`config.mk`:
```
export PLATFORM = sky130hd
export DESIGN_NAME = rgb_pwm_fader
export DESIGN_NICKNAME = d
export VERILOG_FILES = /design/src/rtl/rgb_pwm_fader.sv
export SDC_FILE = /design/constraint.sdc
export NUM_CORES = 1
export LEC_CHECK = 0
export CORE_UTILIZATION = 65
export CTS_CLUSTER_SIZE = 28
export DETAILED_ROUTE_END_ITERATION = 6
export GPL_TIMING_DRIVEN = 0
export PLACE_DENSITY = 0.83
export SETUP_SLACK_MARGIN = 0.02
export SLEW_MARGIN = 0
export SYNTH_ARGS = -nofsm -noshare
export SYNTH_HDL_FRONTEND = slang
export SYNTH_SLANG_ARGS = --single-unit
```
`constraint.sdc`:
```
create_clock -name CLK -period 5.6 [get_ports CLK]
set_input_delay 1.12 -clock CLK [delete_from_list [all_inputs] [get_ports CLK]]
set_output_delay 1.12 -clock CLK [all_outputs]
set_load 0.02 [all_outputs]
```
`src/rtl/rgb_pwm_fader.sv`:
```
// rgb_pwm_fader: turns the 3-bit RGB on/off pattern from the blink sequencer
// into three PWM LED drives whose brightness ramps toward the target level,
// so colour changes cross-fade instead of switching hard.
module rgb_pwm_fader #(
    parameter int PWM_BITS  = 8,
    parameter int MAX_DUTY  = 255,
    parameter int STEP_DIV  = 65536,
    parameter int FADE_STEP = 1
) (
    input  logic                    CLK,
    input  logic                    RST,
    input  logic [2:0]              RGB_IN,
    input  logic                    EN,
    output logic [2:0]              LED_PWM,
    output logic                    BUSY,
    output logic [3*PWM_BITS-1:0]   DUTY_OBS
);

    // Step counter needs at least one bit even when every clock is a step.
    localparam int SW = (STEP_DIV > 1) ? $clog2(STEP_DIV) : 1;

    localparam logic [PWM_BITS-1:0] MAX_D     = PWM_BITS'(MAX_DUTY);
    localparam logic [PWM_BITS-1:0] PWM_LAST  = PWM_BITS'(MAX_DUTY - 1);
    localparam logic [SW-1:0]       STEP_LAST = SW'(STEP_DIV - 1);

    // A step larger than full scale behaves exactly like a full-scale step,
    // so clamp it once here to keep the widened arithmetic in range.
    localparam int                  FS_CLAMP  = (FADE_STEP > MAX_DUTY) ? MAX_DUTY : FADE_STEP;
    localparam logic [PWM_BITS:0]   FS_W      = (PWM_BITS + 1)'(FS_CLAMP);

    // One fade step of a single channel: move toward the target by at most
    // FS_W, never crossing it. One extra bit keeps the sum from wrapping and
    // the down path compares the gap first so it cannot underflow.
    function automatic logic [PWM_BITS-1:0] ramp_next(
        input logic [PWM_BITS-1:0] duty,
        input logic [PWM_BITS-1:0] tgt
    );
        logic [PWM_BITS:0] d_w;
        logic [PWM_BITS:0] t_w;
        logic [PWM_BITS:0] sum_w;
        logic [PWM_BITS:0] gap_w;
        d_w   = {1'b0, duty};
        t_w   = {1'b0, tgt};
        sum_w = d_w + FS_W;
        gap_w = d_w - t_w;
        if (d_w < t_w) begin
            if (sum_w > t_w) begin
                ramp_next = tgt;
            end else begin
                ramp_next = sum_w[PWM_BITS-1:0];
            end
        end else if (d_w > t_w) begin
            if (gap_w <= FS_W) begin
                ramp_next = tgt;
            end else begin
                ramp_next = duty - FS_W[PWM_BITS-1:0];
            end
        end else begin
            ramp_next = duty;
        end
    endfunction

    logic [2:0]                 rgb_q,      rgb_d;
    logic [PWM_BITS-1:0]        pwm_cnt_q,  pwm_cnt_d;
    logic [SW-1:0]              step_cnt_q, step_cnt_d;
    logic [2:0][PWM_BITS-1:0]   duty_q,     duty_d;
    logic [2:0][PWM_BITS-1:0]   duty_act_q, duty_act_d;
    logic [2:0]                 led_q,      led_d;
    logic                       busy_q,     busy_d;

    logic [2:0][PWM_BITS-1:0]   target_s;
    logic                       step_tick_s;
    logic                       boundary_s;

    // Next-state logic: counters, ramp steps, period-boundary duty load and PWM compare.
    always_comb begin
        rgb_d       = RGB_IN;
        step_tick_s = (step_cnt_q == STEP_LAST);
        boundary_s  = (pwm_cnt_q == PWM_LAST);
        busy_d      = 1'b0;

        if (boundary_s) begin
            pwm_cnt_d = '0;
        end else begin
            pwm_cnt_d = pwm_cnt_q + PWM_BITS'(1);
        end

        // The divider free-runs so EN only gates the ramp, not the step cadence.
        if (step_tick_s) begin
            step_cnt_d = '0;
        end else begin
            step_cnt_d = step_cnt_q + SW'(1);
        end

        for (int i = 0; i < 3; i++) begin
            if (rgb_q[i]) begin
                target_s[i] = MAX_D;
            end else begin
                target_s[i] = '0;
            end

            if (duty_q[i] != target_s[i]) begin
                busy_d = 1'b1;
            end else begin
                busy_d = busy_d;
            end

            // Output compares against the applied duty only, so a ramp step
            // landing mid-period cannot create a runt pulse.
            led_d[i] = (pwm_cnt_q < duty_act_q[i]);

            // The applied duty takes the pre-step ramp value even when a step
            // lands on the boundary edge; the new value waits a period.
            if (boundary_s) begin
                duty_act_d[i] = duty_q[i];
            end else begin
                duty_act_d[i] = duty_act_q[i];
            end

            if (step_tick_s && EN) begin
                duty_d[i] = ramp_next(duty_q[i], target_s[i]);
            end else begin
                duty_d[i] = duty_q[i];
            end
        end
    end

    // State registers with synchronous reset; reset wins over any step in progress.
    always_ff @(posedge CLK) begin
        if (RST) begin
            rgb_q      <= 3'b000;
            pwm_cnt_q  <= '0;
            step_cnt_q <= '0;
            duty_q     <= '0;
            duty_act_q <= '0;
            led_q      <= 3'b000;
            busy_q     <= 1'b0;
        end else begin
            rgb_q      <= rgb_d;
            pwm_cnt_q  <= pwm_cnt_d;
            step_cnt_q <= step_cnt_d;
            duty_q     <= duty_d;
            duty_act_q <= duty_act_d;
            led_q      <= led_d;
            busy_q     <= busy_d;
        end
    end

    assign LED_PWM  = led_q;
    assign BUSY     = busy_q;
    assign DUTY_OBS = duty_q;

endmodule

```
# Yosys cells after proc, flatten, opt, wreduce, memory -nomap -nowiden
# Index checks and enable logic that the tools add are counted.
totals:
  reg_bits: 79
  out_inout_bits: 28
  wordCells: 69
op_classes:
  addsub: 11
  order_cmp: 15
  eq_ne: 5
  mux: 18
  n_reduce_logical: 9
ops:
  columns: ["operator", "count"]
  rows:
  - ["8-bit 2-to-1 mux", 15]
  - ["8-bit less-than comparator", 6]
  - ["8-bit by 1-bit adder with 9-bit output (second input constant)", 3]
  - ["9-bit by 8-bit greater-than comparator with 1-bit output", 3]
  - ["9-bit by 1-bit less-or-equal comparator with 1-bit output (second input constant)", 3]
  - ["8-bit by 8-bit subtractor with 9-bit output", 3]
  - ["8-bit greater-than comparator", 3]
  - ["8-bit != test", 3]
  - ["8-bit by 1-bit subtractor with 8-bit output (second input constant)", 3]
  - ["16-bit by 1-bit adder with 16-bit output (second input constant)", 1]
  - ["16-bit == test (second input constant)", 1]
  - ["8-bit by 1-bit adder with 8-bit output (second input constant)", 1]
  - ["8-bit == test (second input constant)", 1]
  - ["2-bit AND reduction", 3]
  - ["2-bit nonzero test", 3]
  - ["2-bit OR reduction", 2]
  - ["1-bit 2-to-1 mux", 3]
  - ["1-bit logical AND", 1]

# Longest topological paths before layout
# Gate-level depths: netlist of the first run.
logic_depth:
  depth_word: 6
  ltp_mapped: 15
  depth_no_buf: 14

# Worst setup path after synthesis of the first run
# OpenSTA, ideal clock, no wires.
synth_timing:
  path_kind: "reg-to-reg"
  from: "register duty_q, in the netlist DUTY_OBS[4]"
  to: "register duty_q, in the netlist DUTY_OBS[2]"
  setup_ns: 0.086
  t_arrival_ns: 3.254
  required_ns: 5.514
  path_slack_ns: 2.260
  stages_incl_launch_ff: 15
  n_path_buf: 1
  period_less_slack_ns: 3.340
  path_cell_list: "dfxtp_1 clkbuf_1 and3_1 and3_1 nor2b_1 or2_2 ha_1 a2111oi_0 nand2_1 a31oi_1 o221ai_1 nor2_1 a221oi_1 a31o_2 a211oi_1"
synth_via:
  elab_chain_cells: 5
synth_rtl:
  columns: ["item", "line_no", "rtl"]
  rows:
  - ["start, declared", "66", "logic [2:0][PWM_BITS-1:0] duty_q, duty_d;"]
  - ["start signal, assigned", "142", "duty_q <= duty_d;"]
  - ["8-bit by 8-bit subtractor with 9-bit output", "45", "gap_w = d_w - t_w;"]
  - ["9-bit by 1-bit less-or-equal comparator with 1-bit output", "53", "if (gap_w <= FS_W) begin"]
  - ["8-bit 2-to-1 mux", "53", null]
  - ["8-bit 2-to-1 mux", "52", "end else if (d_w > t_w) begin"]
  - ["8-bit 2-to-1 mux", "46", "if (d_w < t_w) begin"]
# Several ways; a longest one is shown, not always the timed one. The select of a mux whose other input is x is not followed.
# A chain may end at the register's enable or synchronous reset.

# Worst setup path after layout of the first run
layout_timing:
  from: "register duty_q, in the netlist DUTY_OBS[1]"
  to: "register duty_q, in the netlist DUTY_OBS[2]"
# Same word-level chain as after synthesis.

==> results of run 1 <==
==> where the power goes <==
group,leakage (nW),internal [mW],switching (mW),total [mW]
Clock,0.0888,0.169,0.239,0.409
Sequential,0.639,0.569,0.00810,0.577
Combinational,2.11,0.0838,0.106,0.190
==> worst max-delay path, delay by kind of cell, from the launching register on <==
family                   cells  cell delay [ps]
flip-flops                   1              640
AO/OA/AOI/OAI                6             1530
AND/OR/NAND/NOR              5             1120
adder cells (fa/ha/maj)      2              670
==> metrics by stage <==
stage / hold slack [ps] / utilization [%]
after floorplan: 417.9 / -
after global placement: 428.3 / 72.97
after detailed placement: 439.3 / 72.97
after CTS: 462.3 / 74.96
after global routing: 484.3 / 74.96
final: 459.8 / 74.96
==> synthesized netlist by cell type (all sizes together), types with 3 or more instances <==
cell,count,area (um^2)
nand2,94,352.8
dfxtp,79,1582
ha,78,975.9
nor2,70,265.3
a21oi,52,264.0
inv,48,180.2
nand3,34,170.2
a21o,28,210.2
clkbuf,27,101.4
o21ai,25,125.1
xnor2,23,201.4
xor2,22,192.7
nor3,19,95.09
and3,16,100.1
a211oi,15,112.6
nand2b,14,87.58
a221oi,12,111.4
buf,9,56.30
nand4,9,56.30
nor2b,9,56.30
a31oi,7,43.79
or3,6,37.54
a22oi,5,37.54
a31o,5,43.79
nand3b,5,37.54
o211ai,5,37.54
or2,5,31.28
a22o,4,35.03
a311oi,4,35.03
mux2i,4,40.04
nor4,4,25.02
o21a,4,30.03
o311ai,4,35.04
a32o,3,30.03
fa,3,60.06
nand4b,3,26.28
o21bai,3,22.52
o22ai,3,18.77
o31ai,3,22.52
or2b,3,25.03
==> cell families after synthesis <==
kind of cell / count (synthesis) / share of synthesized area [%]
simple gates: 297 / 22.74
compound gates: 206 / 22.98
buf+inv: 85 / 5.517
fa+ha+maj: 81 / 16.49
flops: 79 / 25.17
xor+xnor: 45 / 6.274
mux: 5 / 0.8166
==> worst max path at each step <==
stage	endpoint	slack (ps)
global route	DUTY_OBS[2]$_SDFFE_PP0P_	1180
floorplan	DUTY_OBS[2]$_SDFFE_PP0P_	2260
finish	DUTY_OBS[2]$_SDFFE_PP0P_	1540
detailed placement	DUTY_OBS[2]$_SDFFE_PP0P_	1680
global placement	DUTY_OBS[0]$_SDFFE_PP0P_	1840
CTS	DUTY_OBS[2]$_SDFFE_PP0P_	1640
==> final cells by class <==
class                           instances  area share (%)
Tap cell                              129           2.319
Inverter                               48           2.589
Timing Repair Buffer                   33           4.746
Clock inverter                          7          0.8810
Sequential cell                        79           22.73
Buffer                                 37           2.391
Multi-Input combinational cell        634           62.57
Clock buffer                            9           1.780
==> state kept, by name, indices dropped and copies added, names as in the netlist <==
register    cells
LED_PWM         3
DUTY_OBS       24
BUSY            1
duty_act_q     24
step_cnt_q     16
rgb_q           3
pwm_cnt_q       8
==> layer usage <==
layer / track usage (%) / part of all wire [%]
met2: 53.00 / 47
met5: 0 / 0
met1: 39.96 / 45
met3: 5.362 / 6.0
met4: 9.588 / 1.5
==> metrics.txt, run 1 <==
r2r setup slk 1540 ps; overflow left after global routing 0; FILL cells ~740; Async SR Flop Fraction 0%; drt pass-1 iters 5; Finished Cell Area between 0.006 and 0.007 mm^2; slowest cell delay on critical path ~640 ps; MaxCap Viol Count 0; Max Freq roughly 250 MHz; Diodes inserted 0; Die W 100.3 um; CP Launch Type flop; total number of vias roughly 6000; Yosys reg bits between 70 and 80; # port buffers 33; r2r endpoint DUTY_OBS[2]$_SDFFE_PP0P_; Final ANT Viol Nets 0; Total GRT Usage between 30% and 40%; Cell Pwr Density 168.9 mW/mm^2; Post-Syn Instances about 800; total chip power 1.175 mW; dpl hpwl around 11 mm; Routed wire per std cell ~16 um; most frequent cells in the layout 94 x nand2_1, 79 x dfxtp_1, 78 x ha_1; CTS Root Cell clkbuf_8; Die Height 100.3 um; Max stage delay cell, worst path dfxtp_1; CTS Buf Count 9; worst path cell trace ha_1 -> and3_1 -> nand2b_1 -> nand2_1 -> ha_1 -> a2111oi_0 -> nand2_1 -> a31oi_1 -> o221ai_1 -> nor2_1 -> a221oi_1 -> a31o_2 -> a211oi_1; RSZ-0062 raised after global routing no; clock buffer depth 2; Area Growth Syn to Fin 10.77%; nets 929; commonest non-fill, non-tap cell in the layout nand2_1; worst rel slew slack approximately two fifths; P_leak between 2 and 3 nW; critical path required time between 5000 and 6000 ps; FF/Latch Area 0.001582 mm^2; core footprint between 0.009 and 0.01 mm^2; Std-Cell Rows 35; final worst path period need a little over 4000 ps; post-CTS setup buffer count 0; H-Tree Depth 3; hold wc startpoint duty_act_q[14]$_SDFFE_PP0P_; Synth cell types 76; Die ar. 0.01006 mm^2; CTS Sinks approximately 80; Worst Setup SP DUTY_OBS[1]$_SDFFE_PP0P_; first-pass GRT wire length 25.47 mm; Place WS ~1700 ps; DRT iter0 DRCs between 200 and 300; max-slew violations 0; DRC errors left 0; Setup WS post-layout between 1500 and 2000 ps; top_reg_cell synth dfxtp_1; period utilization slightly above 70%; TritonCTS clock tree built; final hold violations 0; vias in the first global route 5594; status finished clean; clock skew roughly 21 ps; Least-Margin Pin Slew around 900 ps; WHS Endpoint duty_act_q[14]$_SDFFE_PP0P_; HP Class flop to flop; I/O pins 34; RR Startpoint DUTY_OBS[1]$_SDFFE_PP0P_; Clock Latency Late Sink roughly 370 ps; syn avg cell area roughly 7.9 um^2; post-synth net total just under 900; Max FO, Critical Path 11; final wirelength 15.23 mm; Post-Place Cells 960; Setup TNS 0 ps; Final setup viols 0; Placer Congestion ~0.90; detail-routed via count per cell a little over 6; Seq/Total Area, Yosys 25.17%; Hold Buf Count CTS 0; CP Data Arrival Time ~4300 ps; initial antenna violation count 0; fraction of layout cells with a size suffix above 1 5.431%; Initial Util about two thirds; yosys warns 0; Multi-input gate area between 0.004 and 0.005 mm^2; post-cts gate resize count 0; Hold Path Depth 2; CP Class flop to flop; Mapped Area 0.006282 mm^2; Area after DPL slightly below 0.007 mm^2; worst vdd ir 0.1634 mV; CP endpoint kind flop; reg2reg path depth 13; post-route insts no fill slightly below 1000; largest net degree at the start of global routing 18; number of enable flip-flop cells after synthesis 0; Clock transition at path regs 90 ps
Power figures use the tool's default switching activity.
==> run 2: changes to the inputs <==
CORE_UTILIZATION = 61   (was 65)
PLACE_DENSITY = 0.78   (was 0.83)
clock period = 3.9 ns   (was 5.6 ns; I/O delays follow)
==> run 2 against run 1 <==
Effect of this change: global-route usage down 0.13 points; combinational power up 50%; wire length up 3.4%; critical path type unchanged; largest cell class unchanged; largest power group unchanged.
==> metrics.txt, run 2 (synthesized netlist as in run 1, its figures left out) <==
status finished clean; CP Class flop to flop; most frequent cells in the layout 94 x nand2_1, 78 x ha_1, 77 x dfxtp_1; Die W 103.5 um (+3.2%); Clock Latency Late Sink 370 ps (about the same); MaxCap Viol Count 0 (unchanged); CTS Root Cell clkbuf_8; initial antenna violation count 0 (unchanged); largest net degree at the start of global routing 18 (unchanged); Final setup viols 0 (unchanged); detail-routed via count per cell 6.111 (-0.57%); FF/Latch Area 0.001584 mm^2 (+0.16%); Placer Congestion 0.9451 (+5.0%); dpl hpwl 11.62 mm (+2.4%); Clk pwr share 37.6% (+2.8 points); H-Tree Depth 3 (unchanged); HP Class flop to flop; Final ANT Viol Nets 0 (unchanged); Total GRT Usage 30.94% (-0.13 points); fraction of layout cells with a size suffix above 1 7.377% (+1.9 points); drt pass-1 iters 5 (unchanged); final wirelength 15.75 mm (+3.4%); final worst path period need 3671 ps (-385.3 ps); P_leak 2.900 nW (+2.0%); worst rel slew slack 45.73% (+4.7 points); net switching power 532.4 uW (+51%); DRT iter0 DRCs 304 (+8.2%); worst vdd ir 0.2054 mV (+26%); Area Growth Syn to Fin 12.69%; clock skew 12.17 ps (-8.631 ps); commonest non-fill, non-tap cell in the layout nand2_1; RSZ-0062 raised after global routing no; final hold violations 0 (unchanged); Die Height 103.5 um (+3.2%); Seq pwr share 46.4% (-2.7 points); CP Launch Type flop; Post-Place Cells 964 (+0.42%); Switching Share 29.82% (-0.25 points); total number of vias 6032 (+0.55%); CP endpoint kind flop; Initial Util 63.69% (-4.0 points); max-slew violations 0 (unchanged); CP Data Arrival Time 3940 ps (-390 ps); overflow left after global routing 0 (unchanged); post-route insts no fill 987 (+1.1%); Die ar. 0.01071 mm^2 (+6.4%); CTS Sinks 79 (unchanged); DRC errors left 0 (unchanged); # port buffers 33 (unchanged); core footprint 0.009864 mm^2 (+6.3%); P_int 1.253 mW (+52%); final core utilization 71.77% (-3.2 points); first-pass GRT wire length 25.91 mm (+1.7%); Logic pwr share 16.0% (-0.2 points); Routed wire per std cell 15.95 um (+2.3%); vias in the first global route 5600 (+0.11%); total chip power 1.786 mW (+52%); FILL cells 799 (+7.4%); nets 936 (+0.75%); Std-Cell Rows 36 (+2.9%); critical path required time 4170 ps (-1700 ps); Clock transition at path regs 100 ps (about the same); Cell Pwr Density 252.2 mW/mm^2 (+49%); period utilization 94.13% (+22 points); Setup TNS 0 ps (unchanged); Least-Margin Pin Slew 814.0 ps (-71.25 ps); Max Freq 272.4 MHz (+10%); clock buffer depth 2 (unchanged); Diodes inserted 0 (unchanged); Multi-input gate area 0.004378 mm^2 (+0.55%); Max FO, Critical Path 10 (-1); TritonCTS clock tree built; CTS Buf Count 9 (unchanged); I/O pins 34 (unchanged); Hold Buf Count CTS 0 (unchanged)
-- run 2: cell types whose count changed in the layout (fill, tap and decap cells not counted), moves of 2 or more --
| cell | before | now |
|---|---|---|
| inv_1 | 47 | 45 |
| dfxtp_1 | 79 | 77 |
| clkbuf_2 | 0 | 3 |
| clkbuf_1 | 27 | 24 |
| buf_4 | 2 | 9 |
| nor2_4 | 0 | 2 |
| dfxtp_2 | 0 | 2 |
-- run 2: final cells by class --
cell class / instances / share of cell area [%]
buffer: 37 / 2.404
clock buffer: 9 / 1.750
clock inverter: 7 / 1.220
inverter: 48 / 2.651
timing repair buffer: 40 / 5.408
sequential: 79 / 22.38
tap: 133 / 2.351
multi-input combinational: 634 / 61.84
-- run 2: final timing paths --
kind | from | to | slack (ps) | depth (start not counted)
max reg2reg | rgb_q[1]$_SDFF_PP0_ | DUTY_OBS[12]$_SDFFE_PP0P_ | 230 | 11
min reg2reg | duty_act_q[14]$_SDFFE_PP0P_ | duty_act_q[14]$_SDFFE_PP0P_ | 460 | 2
min | duty_act_q[14]$_SDFFE_PP0P_ | duty_act_q[14]$_SDFFE_PP0P_ | 460 | 2
max | rgb_q[1]$_SDFF_PP0_ | DUTY_OBS[12]$_SDFFE_PP0P_ | 230 | 11
-- run 2: worst max-delay path, cell delays in order (launching register included) --
cell,delay [ps]
dfxtp_1,590
clkinvlp_4,140
buf_4,190
fa_1,440
a211o_1,350
a221oi_1,350
o221ai_1,190
nor4_2,420
nand2_1,100
o211a_1,330
a31o_2,270
a32o_1,200
-- run 2: repair_timing --
action,4_1_cts,5_1_grt
gates resized for setup,0,15
buffers inserted,0,7
endpoints found under the setup margin,0,22
-- run 2: through the flow --
step	hold slack (ps)	worst slack, ps	instance area (um^2)
2_1_floorplan	417.9	560.5	6282
5_1_grt	482.0	25.91	7079
4_1_cts	461.8	79.65	6989
3_5_place_dp	448.6	90.77	6779
3_3_place_gp	427.0	167.8	6779
6_report	460.0	229.1	7079
-- run 2: power by group through the flow --
stage / clock (mW) / sequential (mW) / combinational [mW]
after floorplan: 0 / 0.848 / 0.201
after global routing: 0.710 / 0.831 / 0.316
after CTS: 0.679 / 0.828 / 0.271
after global placement: 0 / 0.846 / 0.258
after detailed placement: 0 / 0.847 / 0.269
final: 0.671 / 0.829 / 0.285
-- run 2: routing by layer --
layer | routed length [um] | track usage (%)
met1 | 7103 | 39.27
met2 | 7518 | 53.18
met5 | 0 | 0
met4 | 346 | 12.13
met3 | 777 | 4.032
